$ cat config.mk
export PLATFORM = sky130hd
export DESIGN_NAME = dds_increment_slewer
export DESIGN_NICKNAME = d
export VERILOG_FILES = /design/src/rtl/dds_increment_slewer.sv
export SDC_FILE = /design/constraint.sdc
export NUM_CORES = 1
export LEC_CHECK = 0
export ABC_AREA = 1
export CORE_ASPECT_RATIO = 0.6
export CORE_MARGIN = 2
export CORE_UTILIZATION = 54
export DETAILED_ROUTE_END_ITERATION = 16
export GPL_TIMING_DRIVEN = 1
export HOLD_SLACK_MARGIN = 0.03
export PLACE_DENSITY = 0.78
export SLEW_MARGIN = 20
export SYNTH_ARGS = -nofsm -noshare
export SYNTH_HDL_FRONTEND = slang
export SYNTH_SLANG_ARGS = --single-unit
$ cat constraint.sdc
create_clock -name clk_ref -period 4.3 [get_ports clk_ref]
set_input_delay 1.29 -clock clk_ref [delete_from_list [all_inputs] [get_ports clk_ref]]
set_output_delay 1.29 -clock clk_ref [all_outputs]
set_load 0.01 [all_outputs]
$ cat src/rtl/dds_increment_slewer.sv
// dds_increment_slewer: slews the DDS phase increment toward a requested target
// in bounded steps with a programmable dwell, freezing while the MMCM is unlocked.
//   clk_ref, clk_ref_aresetn       : clock and asynchronous active-low reset
//   target_increment, step_size,
//   dwell_cycles, target_valid,
//   target_ready                   : request handshake (accepted only in IDLE)
//   abort                          : stop the ramp at the current value
//   pll_locked                     : raw MMCM LOCKED, synchronized here
//   increment, busy, done,
//   unlock_count                   : registered status and DDS increment
module dds_increment_slewer #(
   parameter logic [31:0] DEFAULT_INCREMENT = 32'h33333333,
   parameter int          DWELL_WIDTH       = 16,
   parameter int          RELOCK_SETTLE     = 1024
) (
   input  logic                   clk_ref,
   input  logic                   clk_ref_aresetn,
   input  logic [31:0]            target_increment,
   input  logic [31:0]            step_size,
   input  logic [DWELL_WIDTH-1:0] dwell_cycles,
   input  logic                   target_valid,
   output logic                   target_ready,
   input  logic                   abort,
   input  logic                   pll_locked,
   output logic [31:0]            increment,
   output logic                   busy,
   output logic                   done,
   output logic [15:0]            unlock_count
);
   localparam int SW = $clog2(RELOCK_SETTLE + 1);

   typedef enum logic [1:0] {IDLE, STEP, DWELL, HOLD} state_t;

   state_t                 state, state_nx;
   logic [31:0]            tgt, tgt_nx, stp, stp_nx, inc_nx, diff;
   logic [DWELL_WIDTH-1:0] dwl, dwl_nx, cnt, cnt_nx;
   logic [SW-1:0]          settle, settle_nx;
   logic [15:0]            unl_nx;
   logic                   sync1, lock_s, done_nx, accept;

   assign accept = target_valid & target_ready;
   assign diff   = (tgt > increment) ? tgt - increment : increment - tgt;

   always_ff @(posedge clk_ref or negedge clk_ref_aresetn) begin
      if (!clk_ref_aresetn) begin
         state        <= IDLE;
         increment    <= DEFAULT_INCREMENT;
         tgt          <= DEFAULT_INCREMENT;
         stp          <= '0;
         dwl          <= '0;
         cnt          <= '0;
         settle       <= '0;
         unlock_count <= '0;
         done         <= 1'b0;
         busy         <= 1'b0;
         target_ready <= 1'b1;
         sync1        <= 1'b0;
         lock_s       <= 1'b0;
      end else begin
         state        <= state_nx;
         increment    <= inc_nx;
         tgt          <= tgt_nx;
         stp          <= stp_nx;
         dwl          <= dwl_nx;
         cnt          <= cnt_nx;
         settle       <= settle_nx;
         unlock_count <= unl_nx;
         done         <= done_nx;
         busy         <= state_nx != IDLE;
         target_ready <= state_nx == IDLE;
         sync1        <= pll_locked;
         lock_s       <= sync1;
      end
   end

   // abort outranks lock loss, which outranks the dwell exit
   always_comb begin
      state_nx = state;
      case (state)
         IDLE:    state_nx = (accept && target_increment != increment) ? STEP : IDLE;
         STEP:    state_nx = abort ? IDLE : !lock_s ? HOLD : DWELL;
         DWELL:   state_nx = abort ? IDLE : !lock_s ? HOLD : (cnt != '0) ? DWELL :
                             (increment == tgt) ? IDLE : STEP;
         HOLD:    state_nx = abort ? IDLE :
                             (lock_s && settle == SW'(RELOCK_SETTLE - 1)) ? DWELL : HOLD;
         default: state_nx = IDLE;
      endcase
   end

   always_comb begin
      tgt_nx    = tgt;
      stp_nx    = stp;
      dwl_nx    = dwl;
      inc_nx    = increment;
      cnt_nx    = cnt;
      settle_nx = settle;
      unl_nx    = unlock_count;
      done_nx   = 1'b0;
      if (state == IDLE && accept) begin
         tgt_nx  = target_increment;
         stp_nx  = step_size;
         dwl_nx  = dwell_cycles;
         done_nx = target_increment == increment;
      end
      // the step only lands when STEP proceeds to DWELL, so lock loss suppresses it
      if (state == STEP && state_nx == DWELL) begin
         inc_nx = (stp == '0 || diff <= stp) ? tgt :
                  (tgt > increment) ? increment + stp : increment - stp;
         cnt_nx = dwl;
      end
      if (state == DWELL && state_nx == DWELL)
         cnt_nx = cnt - 1'b1;
      if (state == DWELL && state_nx == IDLE && !abort)
         done_nx = 1'b1;
      if (state == HOLD) begin
         settle_nx = lock_s ? settle + SW'(1) : '0;
         if (state_nx == DWELL)
            cnt_nx = dwl;
      end
      if (state != HOLD && state_nx == HOLD) begin
         settle_nx = '0;
         unl_nx    = (unlock_count == 16'hFFFF) ? unlock_count : unlock_count + 16'd1;
      end
   end
endmodule

==> out/qor.yml, run 1 <==
status:
  status: "finished, violations left"
  violations: "setup timing"
synthesis:
  synth_area_leaders: "dfrtp_1 21%, nand2_1 19%, ha_1 10%"
  synth_cell_types: 46
  synth.most_common_cell: "nand2_1"
  synth_edf_count: 0
  synth_top_area_share_pct: 20.6
  synthCells: 2429
  yosys_most_used_dff: "dfrtp_1"
  ys_seq_area_share_pct: 26.2
  synth-warning-count: 0
  netlist_top_cells_count: "783 x nand2_1, 315 x inv_1, 222 x nor2_1"
  ys_ff_latch: 162
  synth_area_sq_um: 15600
  synth_fp_nets: 2647
  syn_area_per_cell_sq_um: 6.44
  yosys.area.top_type: "dfrtp_1"
  async_flop_share_pct: 100
cells_and_area:
  finalCoreUtilization_pct: 73.9
  fin_cells: 3212
  syn_to_final_growth_pct: 35.4
  fillerInstances: 2339
  fin_area_sq_um: 21200
  drive_above_1_share_pct: 20.6
  nets: 3042
  diodes: 0
timing:
  period_needed_ns: 4.32
  fin_ws_ns: -0.0228
  worstMarginPinSlew_ns: 1.03
  slew_headroom_pct: 31.2
  max_freq_mhz: 231
  skew_ns: 0.0118
  hold_viol_final: 0
  slew_viol_final: 0
  grt_setup_unrepaired: "true"
  period_share_pct: 101
  setup_viol: 9
global_route:
  grt_pass1_wl_um: 91700
  grtUsageTotal_pct: 39.7
  grt_pass1_vias: 16300
  grt_remaining_overflow: 0
  grt_antenna_before_repair: 2
  grt_max_degree: 107
drt:
  wire_per_inst_um: 19.7
  drtAntennaViolNets: 0
  drc: 0
  vias: 18200
  dr.pass1.iters: 6
  drt_wl_total_um: 63300
  drt_iter0_drc: 2333
  viasPerCell: 5.68
die:
  initial_core_util_pct: 54.6
  core_area_sq_um: 28600
  die_x_um: 224
  fp.dieH_um: 136
  dieArea_sq_um: 30400
  rows: 48
  ios: 136
critical_path:
  r2r.worst_path.cells: 28
  r2r_slack_ns: -0.02
  critPathBufInv: 9
  timing.rr.start: "increment[0]"
  worst_path_largest_cell_delay_ns: 0.56
  critPathMaxFanout: 6
  required_ns: 4.69
  crit_top_cell: "nand2_2"
  path_class: "flop to flop"
  cp_slowest_cell: "dfstp_2"
  worst-path-stages: 28
  critical_path_arrival_ns: 4.71
  startpoint_type: "flop"
  r2r-end: "increment[16]"
  critical_path.top_delay_family: "simple AND/OR/NAND/NOR gates"
  endpoint_kind: "flop"
clocking:
  clockRootBuffer: "clkbuf_16"
  clkTransAtPathRegs_ns: 0.07
  clock_path_buffers: 2
  cts_sinks: 162
  clk_latency_ns: 0.47
  h-tree-depth: 4
  cts_buffers: 17
  cts_tree: "yes"
placement:
  dp_hpwl_um: 48600
  io_buffers: 135
  globalplace.congestion: 1.08
  dp_slack_ns: -0.177
  dp.cells: 3156
  placed_cell_area_sq_um: 19300
run:
  drv_cap: 0
worst_hold_path:
  min-delay-start: "sync1"
  min_path_cells: 0
  min_path_type: "flop to flop"
  whs_endpoint: "lock_s"
==> through the flow <==
stage / TNS [ns] / hold slack [ns]
2_1_floorplan: 0 / 0.331
3_3_place_gp: -0.170 / 0.335
3_5_place_dp: -2.51 / 0.358
4_1_cts: -0.00437 / 0.380
5_1_grt: -3.66 / 0.392
6_report: -0.125 / 0.382
==> how the worst max path moves through the flow <==
| stage | from | slack (ns) | end |
|---|---|---|---|
| floorplan | increment[0] | 0.23 | increment[26] |
| global placement | increment[9] | -0.10 | increment[26] |
| detailed placement | increment[9] | -0.18 | increment[26] |
| CTS | increment[0] | -0.004 | increment[17] |
| global route | increment[0] | -0.17 | increment[17] |
| finish | increment[0] | -0.02 | increment[16] |
==> logic make-up after synthesis <==
| family | after synthesis | synth area share [%] |
|---|---|---|
| adders and majority gates | 133 | 10.8 |
| DFF | 162 | 26.2 |
| and+or+nand+nor | 1232 | 32.7 |
| AOI/OAI and AO/OA | 392 | 13.6 |
| buffers and inverters | 387 | 9.78 |
| xor gates and xnor gates | 123 | 6.89 |
==> metal layers <==
metal  global-route usage [%]  part of all wire, %  up-vias  wire (um)
met5                        0                0.021        -         13
li1                         -                    -     8527          -
met2                     55.3                   39     1124      24900
met3                     12.1                   13      145       8250
met4                     10.9                  3.3        2       2080
met1                     58.6                   44     8443      28000
==> registers in the layout, summed over array words and instances (netlist names) <==
signal and count:
tgt 32, busy 1, state 2, lock_s 1
dwl 16, cnt 16, sync1 1, target_ready 1
settle 11, done 1, stp 32, increment 32
unlock_count 16
==> layout by cell type (no fill, tap or decap), types with 24 or more instances in the layout <==
master           synthesis  final
inv_1                  315    310
dfstp_2                 33     33
buf_4                    8    269
clkbuf_16                0     24
o21ai_1                 45     50
dfrtp_1                129    129
xnor2_1                 35     33
ha_1                   130    112
nor2_1                 222    199
o21ai_0                143    126
xor2_1                  88     83
a21oi_1                141    117
nand3_1                125    114
clkdlybuf4s50_1          0    134
nand2_2                  5     44
nand2_1                783    734
==> area by class of cell <==
class / instances / area, sq um / share of cell area (%)
flip-flops and latches: 162 / 4100 / 19.3
multi-input cells: 1880 / 10900 / 51.4
clock buffers: 17 / 425 / 2.01
well taps: 375 / 469 / 2.22
clock inverters: 15 / 180 / 0.851
repair buffers: 427 / 3840 / 18.1
inverters: 336 / 1280 / 6.05
==> timing repair <==
item                       CTS  global route
hold endpoints to repair     0             0
buffers inserted             1            14
hold buffers                 0             0
gates resized for setup     27           204
setup endpoints to repair   32            32
gates cloned                 2             7
pin swaps                    3            46
Power of run 1 is not shown: default switching activity piles up to over one toggle a cycle in this logic, so the estimate is an artifact.
==> inputs of run 2 (changes only) <==
- SLEW_MARGIN: 20 -> unset
==> results of run 2 <==
Same layout as run 1: the final DEF is identical, and so are final timing and power.
Power of run 2 is left out for the same reason.
